==> config.mk <==
export PLATFORM = sky130hd
export DESIGN_NAME = icache_flat
export DESIGN_NICKNAME = d
export VERILOG_FILES = /design/src/rtl/icache_pkg.sv /design/src/rtl/icache_if.sv /design/src/rtl/icache_array.sv /design/src/rtl/icache.sv /design/src/flat_wrapper.sv
export SDC_FILE = /design/constraint.sdc
export NUM_CORES = 2
export LEC_CHECK = 0
export CORE_ASPECT_RATIO = 0.75
export CORE_MARGIN = 4
export CORE_UTILIZATION = 30
export CTS_CLUSTER_SIZE = 8
export DETAILED_ROUTE_END_ITERATION = 10
export GPL_TIMING_DRIVEN = 0
export PLACE_DENSITY = 0.54
export SETUP_SLACK_MARGIN = 0.05
export SYNTH_ARGS = -nofsm -noshare
export SYNTH_HDL_FRONTEND = slang
export SYNTH_SLANG_ARGS = --single-unit
==> constraint.sdc <==
create_clock -name clk -period 11.6 [get_ports clk]
set_clock_uncertainty 0.05 [all_clocks]
set_input_delay 1.74 -clock clk [delete_from_list [all_inputs] [get_ports clk]]
set_output_delay 1.74 -clock clk [all_outputs]
set_load 0.01 [all_outputs]
==> src/rtl/icache_pkg.sv <==
// Shared types and geometry helpers for the direct-mapped instruction cache.
package icache_pkg;

    typedef enum logic [0:0] {
        IDLE   = 1'b0,
        REFILL = 1'b1
    } state_t;

    function automatic int calc_ob(input int words);
        return $clog2(words);
    endfunction

    function automatic int calc_ib(input int lines);
        return $clog2(lines);
    endfunction

    // Tag is what remains of the 32-bit PC after offset, index and the byte bits.
    function automatic int calc_tw(input int lines, input int words);
        return 32 - calc_ob(words) - calc_ib(lines) - 2;
    endfunction

endpackage

==> src/rtl/icache_if.sv <==
// Backing instruction-memory read port: request/acknowledge with same-cycle data.
interface icache_if;
    logic        mem_req;
    logic [31:0] mem_addr;
    logic        mem_ack;
    logic [31:0] mem_rdata;

    modport master (output mem_req, output mem_addr, input mem_ack, input mem_rdata);
    modport slave  (input mem_req, input mem_addr, output mem_ack, output mem_rdata);
endinterface

==> src/rtl/icache_array.sv <==
// Valid/tag/data storage: combinational read port, one word-write port and a
// line-commit strobe that writes the tag and sets the valid bit.
module icache_array
    import icache_pkg::*;
#(
    parameter int LINES = 16,
    parameter int WORDS = 4,
    localparam int OB = calc_ob(WORDS),
    localparam int IB = calc_ib(LINES),
    localparam int TW = calc_tw(LINES, WORDS)
) (
    input  logic          clk,
    input  logic          reset,
    input  logic          inval,
    input  logic [IB-1:0] rd_index,
    input  logic [OB-1:0] rd_offset,
    output logic          rd_valid,
    output logic [TW-1:0] rd_tag,
    output logic [31:0]   rd_word,
    input  logic          wr_en,
    input  logic [IB-1:0] wr_index,
    input  logic [OB-1:0] wr_offset,
    input  logic [31:0]   wr_data,
    input  logic          commit,
    input  logic [TW-1:0] commit_tag
);

    logic [LINES-1:0] valid_r;
    logic [LINES-1:0] valid_next_s;
    logic [TW-1:0]    tag_r  [LINES];
    logic [31:0]      data_r [LINES][WORDS];

    // Next valid vector: invalidate clears everything, a same-cycle commit still wins for its line.
    always_comb begin
        valid_next_s           = inval ? {LINES{1'b0}} : valid_r;
        valid_next_s[wr_index] = commit | valid_next_s[wr_index];
    end

    // Valid bits register.
    always_ff @(posedge clk or negedge reset) begin
        if (!reset) begin
            valid_r <= {LINES{1'b0}};
        end else begin
            valid_r <= valid_next_s;
        end
    end

    // Tag and data storage; contents are meaningless until the valid bit is set.
    always_ff @(posedge clk) begin
        if (wr_en) begin
            data_r[wr_index][wr_offset] <= wr_data;
        end
        if (commit) begin
            tag_r[wr_index] <= commit_tag;
        end
    end

    assign rd_valid = valid_r[rd_index];
    assign rd_tag   = tag_r[rd_index];
    assign rd_word  = data_r[rd_index][rd_offset];

endmodule

==> src/rtl/icache.sv <==
// Direct-mapped instruction cache: combinational hit path, stall on miss and
// in-order refill of one line from the backing memory.
module icache
    import icache_pkg::*;
#(
    parameter int LINES = 16,
    parameter int WORDS = 4
) (
    input  logic        clk,
    input  logic        reset,
    input  logic [31:0] pcF,
    output logic [31:0] instrF,
    output logic        stallC,
    input  logic        inval,
    icache_if.master    mem
);

    localparam int OB = calc_ob(WORDS);
    localparam int IB = calc_ib(LINES);
    localparam int TW = calc_tw(LINES, WORDS);
    localparam int ML = 30 - OB;
    localparam logic [OB-1:0] LAST_BEAT = OB'(WORDS - 1);
    localparam logic [OB-1:0] BEAT_ONE  = OB'(1);

    state_t        state_r;
    state_t        state_next_s;
    logic [ML-1:0] miss_line_r;
    logic [OB-1:0] beat_r;

    logic [OB-1:0] offset_s;
    logic [IB-1:0] index_s;
    logic [TW-1:0] tag_s;
    logic          pc_unused_s;
    logic          rd_valid_s;
    logic [TW-1:0] rd_tag_s;
    logic [31:0]   rd_word_s;
    logic          hit_s;
    logic          wr_en_s;
    logic          commit_s;

    assign offset_s    = pcF[OB+1:2];
    assign index_s     = pcF[OB+IB+1:OB+2];
    assign tag_s       = pcF[31:OB+IB+2];
    assign pc_unused_s = ^pcF[1:0];

    icache_array #(.LINES(LINES), .WORDS(WORDS)) u_array (
        .clk        (clk),
        .reset      (reset),
        .inval      (inval),
        .rd_index   (index_s),
        .rd_offset  (offset_s),
        .rd_valid   (rd_valid_s),
        .rd_tag     (rd_tag_s),
        .rd_word    (rd_word_s),
        .wr_en      (wr_en_s),
        .wr_index   (miss_line_r[IB-1:0]),
        .wr_offset  (beat_r),
        .wr_data    (mem.mem_rdata),
        .commit     (commit_s),
        .commit_tag (miss_line_r[ML-1:IB])
    );

    // Lookup, refill write strobes and fetch-side outputs.
    always_comb begin
        hit_s    = (state_r == IDLE) && rd_valid_s && (rd_tag_s == tag_s);
        wr_en_s  = (state_r == REFILL) && mem.mem_ack;
        commit_s = wr_en_s && (beat_r == LAST_BEAT);
        instrF   = hit_s ? rd_word_s : 32'h0000_0000;
        stallC   = ~hit_s;
    end

    // Next-state logic.
    always_comb begin
        state_next_s = state_r;
        case (state_r)
            IDLE: begin
                if (!hit_s) begin
                    state_next_s = REFILL;
                end else begin
                    state_next_s = IDLE;
                end
            end
            REFILL: begin
                if (commit_s) begin
                    state_next_s = IDLE;
                end else begin
                    state_next_s = REFILL;
                end
            end
            default: state_next_s = IDLE;
        endcase
    end

    // State register.
    always_ff @(posedge clk or negedge reset) begin
        if (!reset) begin
            state_r <= IDLE;
        end else begin
            state_r <= state_next_s;
        end
    end

    // Miss line latch and beat counter; the counter wraps to zero after the last beat.
    always_ff @(posedge clk or negedge reset) begin
        if (!reset) begin
            miss_line_r <= {ML{1'b0}};
            beat_r      <= {OB{1'b0}};
        end else if ((state_r == IDLE) && !hit_s) begin
            miss_line_r <= pcF[31:OB+2];
            beat_r      <= {OB{1'b0}};
        end else if (wr_en_s) begin
            beat_r      <= beat_r + BEAT_ONE;
        end
    end

    assign mem.mem_req  = (state_r == REFILL);
    assign mem.mem_addr = {miss_line_r, beat_r, 2'b00};

endmodule
==> src/flat_wrapper.sv <==
// flat-port wrapper written by rule: the top's interface ports become plain ports
module icache_flat import icache_pkg::*;
#(
    parameter int LINES = 16,
    parameter int WORDS = 4
)
  (clk, reset, pcF, instrF, stallC, inval, mem_mem_req, mem_mem_addr, mem_mem_ack, mem_mem_rdata);
  icache_if mem_i ();
  input  logic clk;
  input  logic reset;
  input  logic [31:0] pcF;
  output logic [31:0] instrF;
  output logic stallC;
  input  logic inval;
  output wire logic [$bits(mem_i.mem_req)-1:0] mem_mem_req;
  output wire logic [$bits(mem_i.mem_addr)-1:0] mem_mem_addr;
  input wire logic [$bits(mem_i.mem_ack)-1:0] mem_mem_ack;
  input wire logic [$bits(mem_i.mem_rdata)-1:0] mem_mem_rdata;
  assign mem_mem_req = mem_i.mem_req;
  assign mem_mem_addr = mem_i.mem_addr;
  assign mem_i.mem_ack = mem_mem_ack;
  assign mem_i.mem_rdata = mem_mem_rdata;
  icache #(.LINES(LINES), .WORDS(WORDS)) u_core (.clk(clk), .reset(reset), .pcF(pcF), .instrF(instrF), .stallC(stallC), .inval(inval), .mem(mem_i));
endmodule
# Yosys cells after proc, flatten, opt, wreduce, memory -nomap -nowiden
# Memory sizes are Yosys's and may differ from the RTL's.
# Cells that the tools add are included.
# W data, S select, Z words.
# op_classes
muxes,23
n_bitwise,5
n_addsub,1
n_reduce_logical,9
n_eq_ne,2
magnitude_cmp,6
# ops
cell,n
$mux W128,1
$mux W32,4
$bmux W32 S2,1
$demux W32 S2,1
$eq A24 B24 Y1,1
$bwmux W16,1
$mux W16,1
$lt A4 B5 Y1 const B,2
$bmux W1 S4,2
$mux W1,8
$logic_and A1 B1 Y1,7
$ge A3 B3 Y1 const B,2
$not A2 Y3,2
$demux W1 S4,1
$ge A4 B1 Y1 const B,1
$mux W2,2
$lt A3 B1 Y1 const B,1
$add A2 B1 Y2 const B,1
$eq A2 B2 Y1 const B,1
$not A1 Y1,2
$pmux W1 S2,1
$reduce_bool A2 Y1,1
$logic_not A1 Y1,1
$or A1 B1 Y1,1
# totals
memories,2
out_inout_bits,66
inputBits,68
ramBits,2432
register_bits,47
# mem_list
memory,depth,word_bits,read_ports,rd_clocked_by_memory_dff,write_ports,line,source
u_core.u_array.data_r,16,128,1,0,1,icache_array.sv:31,logic [31:0] data_r [LINES][WORDS];
u_core.u_array.tag_r,16,24,1,0,1,icache_array.sv:30,logic [TW-1:0] tag_r [LINES];

# Longest topological paths before layout
# logic_depth
ltp_word,7
ltp_mapped,12

# Cells and area by module
# A second synthesis with hierarchy kept.
# hier_totals
cells_unflattened,4190
area_unflattened_um2,94803.4
# by_module_without_submodules
module,area_per_inst_um2,cells_each,instances
icache_array,93108.0,4045,1
icache,1695.4,145,1

# Worst setup path after synthesis
# OpenSTA, ideal clock, no wires.
# synth_timing
path_kind,input -> output
from,input port pcF[5]
to,output port instrF[0]
required_time_ns,9.810
setup_slack_ns,5.297
arrival_time_ns,4.513
cell_stages,10
cell_sequence,buf_4 -> buf_4 -> buf_2 -> buf_4 -> clkbuf_1 -> clkbuf_1 -> mux4_2 -> mux4_2 -> mux4_2 -> nor2b_1
# synth_via
elab_chain_cells,5
# synth_lines
element,line,source
start: declaration,flat_wrapper.sv:11,input logic [31:0] pcF;
$mem_v2 Z16 W128 / $bmux W1 S4 (equally long branches),-,
$bmux W32 S2 / $mux W1 (equally long branches),"icache_array.sv:60, icache_array.sv:58",
$mux W32 (not written as such) / $logic_and A1 B1 Y1 (equally long branches) (2 in a row),"icache_array.sv:60, icache.sv:65",
$mux W32 (*),icache.sv:68,instrF = hit_s ? rd_word_s : 32'h0000_0000;
end: declaration,flat_wrapper.sv:12,output logic [31:0] instrF;
# Mark *: on every way between the ends. The rest lies on a longest branch, timed or not. The select of a mux whose other input is x is not followed.

# Final worst setup path
# layout_timing
from,input port pcF[4]
to,output port instrF[11]
# The elaborated chain is that of the path after synthesis.

==> results by group <==
Power
  – Sequential share of power: 0.494
  – Sw Pwr: 5.05 mW
  – Switching Fraction: 0.233
  – Cell Pwr Density: 189 nW/um^2
  – Clock share of power: 0.421
  – Comb pwr share: 0.085
  – Tot Pwr: 21.7 mW
  – Power Internal: 16.6 mW
  – Maximum VDD drop: 124 uV
  – Static Leak: 35.3 nW

Place
  – Placer Congestion: 0.828
  – Port Buffers: 121
  – Post-DP Area: 105000 um^2
  – Dpl hpwl: 189000 um

Clock tree
  – Total setup buffers inserted after CTS: 0
  – Worst-Skew Late Latency: 0.88 ns
  – Max H-tree Level: 5
  – CTS tree: yes
  – Hold-fix buffers at CTS: 0
  – Post-CTS Resized: 0
  – CTS root buffer: clkbuf_16
  – Number of CTS-inserted buffers: 352
  – Clk sinks: 2479
  – Clock transition at the registers of the reported paths: 0.06 ns
  – Max Root-Sink Buffers: 4

Timing
  – Min Tclk post-route: 10.35 ns
  – Final period utilization: 0.892
  – Post-Route Setup TNS: 0 ns
  – Worst-margin pin slew: 1.42 ns
  – Max-slew violation count: 0
  – Final hold violations: 0
  – Final setup vio count: 0
  – Fmax: 96.7 MHz
  – Worst rel slew slack: 0.0516
  – RSZ-0062 raised after global routing: false

Floorplan
  – Die Span X: 659 um
  – Io pins: 134
  – Row count: 179
  – Die area: 327000 um^2
  – Initial Utilization: 0.301
  – Core area: 317000 um^2
  – Vert. Die Dim: 497 um

Worst setup path
  – Data arrival, critical path: 8.56 ns
  – Data required time of the worst path: 9.81 ns
  – Worst path cell trace: clkdlybuf4s50_1 > buf_6 > buf_4 > buf_4 > clkbuf_1 > mux2i_1 > xor2_1 > a31oi_1 > nor4_4 > nand3_2 > clkbuf_1 > a311oi_1 > clkdlybuf4s50_1
  – Delay-heaviest family, CP: buffers and inverters
  – Max FO, Critical Path: 10
  – CP max stage delay: 1.17 ns
  – Crit end category: output port
  – CP max-delay cell: a311oi_1
  – Critical path buffers and inverters: 7
  – Kind of critical path: in -> out
  – Crit path launch type: input port

Global routing
  – Largest net degree at the start of global routing: 65
  – GR peak layer: met1
  – Initial antenna violation count: 21
  – GR Util All Layers: 0.170
  – Total gr overflow: 0
  – M3 GR Usage: 0.0410
  – Vias in the first global route: 46400
  – Met1 usage: 0.255
  – Met2 GRT Util: 0.245
  – Global-route wire length before repair: 388000 um

Route
  – Detail Route Antenna Nets: 0
  – DR WL/cell: 31.9 um
  – Starting DRC count in detailed routing: 6528
  – Vias: 46900
  – Drt first pass iters: 6
  – Remaining DRCs: 0
  – Vias/cell: 5.27
  – Final wirelength: 284000 um

Synth
  – Share of the synthesized area in the top cell type: 0.765
  – Main synth FF type: edfxtp_1
  – Post-Syn Area: 95500 um^2
  – Syn Inst Count: 3922
  – Largest area contributor in the netlist: edfxtp_1
  – Synth area leaders: edfxtp_1 (76%), mux4_2 (17%), dfrtp_1 (1.2%)
  – Ys async rst share: 0.0190
  – Synth Warn #: 0
  – Yosys reg bits: 2479
  – Sequential fraction of the synthesis area: 0.777
  – Post-synthesis cell type count: 57
  – Avg Inst Size Synth: 24.3 um^2
  – Post-synth EDFFs: 2432

Final layout
  – Leading cell type in the layout, fill and taps excluded: edfxtp_1
  – Fin area: 115000 um^2
  – Fin nets: 4605
  – Commonest cells after routing, fill and taps aside: edfxtp_1 (2432), mux4_2 (740), clkbuf_16 (360)
  – Share of post-route cells with drive strength above 1: 0.328
  – FILL cells: 28600
  – Layout area overhead: 20.0%

Job
  – Max Cap Viol: 0

Worst hold path
  – Hold crit path type: reg -> reg

Outcome
  – Outcome: completed
[worst reg2reg max path: stages, from the launching register on]
cell and delay, ns:
edfxtp_1 0.36, mux4_2 0.48, mux4_2 0.49, xnor2_1 0.49
o21ai_1 0.23, nor4_4 0.42, nand3_2 0.55, clkbuf_1 0.67
o21ai_0 0.39
[sequential cells by signal, indices dropped and copies added (netlist names)]
signal and count:
u_core.mem.mem_req 1, u_core.u_array.valid_r 16, u_core.u_array.data_r 2048, u_core.miss_line_r 28, u_core.beat_r 2, u_core.u_array.tag_r 384
[routing by layer]
layer  up-vias  part of all wire
met4         2             0.031
met1     25900              0.44
li1      18100                 -
met3       424             0.093
met5         -          0.000060
met2      2426              0.43
[power by group through the flow]
stage | Combinational (mW) | Sequential (mW) | Clock (mW)
final | 1.85 | 10.7 | 9.13
after global routing | 1.93 | 10.7 | 9.68
after CTS | 1.86 | 10.7 | 9.28
after detailed placement | 1.85 | 10.9 | 0
after global placement | 1.66 | 10.9 | 0
after floorplan | 0.847 | 10.8 | 0
[per-stage QoR]
stage / cells / utilization / hold WS, ns / setup slack, ns
2_1_floorplan: 3923 / - / 0.431 / 5.30
3_3_place_gp: 8297 / 0.322 / 0.451 / 0.752
3_5_place_dp: 8430 / 0.332 / 0.470 / 1.23
4_1_cts: 8888 / 0.361 / 0.482 / 1.18
5_1_grt: 8890 / 0.362 / 0.513 / 1.17
6_report: 8896 / 0.362 / 0.485 / 1.25
[cell families (layout without fill, tap and decap cells)]
logic type               count (synthesis)  in the layout  share of synthesized area
AND/OR/NAND/NOR                        218            218                     0.0113
XOR/XNOR                                37             37                    0.00339
buffers and inverters                  218            932                     0.0110
other                                    1              8                  0.0000393
flip-flops                            2479           2479                      0.777
adder cells (fa/ha/maj)                  4              4                   0.000524
multiplexers                           859            859                      0.188
AO/OA/AOI/OAI                          106            106                    0.00805
[synth_stat cells, types with 2 or more instances]
cell	n
buf_4	23
mux2_4	20
mux2i_1	72
nand2_1	40
xnor2_1	27
nand3_1	30
edfxtp_1	2432
a311oi_1	8
dfrtp_1	47
ha_1	4
inv_1	6
o31ai_1	2
nor4_1	2
a22o_1	5
o211ai_1	2
nand4_1	3
buf_2	87
clkinv_1	2
a221oi_1	3
nor2_1	78
xor2_1	10
a211oi_1	29
buf_1	20
o21ai_0	25
nor2b_1	31
mux2_2	27
o22ai_1	8
and2_1	11
clkbuf_1	75
a22oi_1	5
a31oi_1	4
mux4_2	740
nand2b_1	4
buf_6	5
nor4_4	3
nor3_1	9
o32ai_1	2
a2111oi_0	2
[layout make-up]
type	count	area (um^2)	area share
clock inverter	15	168	0.00146
inverter	8	30.0	0.000262
tap	4253	5320	0.0464
sequential	2479	74200	0.648
clock buffer	443	9320	0.0813
antenna	6	15.0	0.000131
buffer	210	1020	0.00893
multi-input combinational	1226	20700	0.181
timing repair buffer	256	3770	0.0329
[worst paths after layout]
kind / start / cells after the start / slack, ns / to
min in group asynchronous: reset / 1 / 0.87 / u_core.miss_line_r[6]
worst min register to register: u_core.u_array.valid_r[1] / 2 / 0.49 / u_core.u_array.valid_r[1]
worst max register to register: u_core.u_array.tag_r[7][10] / 8 / 7.37 / u_core.beat_r[0]
worst max-delay path: pcF[4] / 13 / 1.25 / instrF[11]
worst min-delay path: u_core.u_array.valid_r[1] / 2 / 0.49 / u_core.u_array.valid_r[1]
max in group asynchronous: reset / 1 / 9.97 / u_core.u_array.valid_r[6]
(Power assumes the default switching activity.)
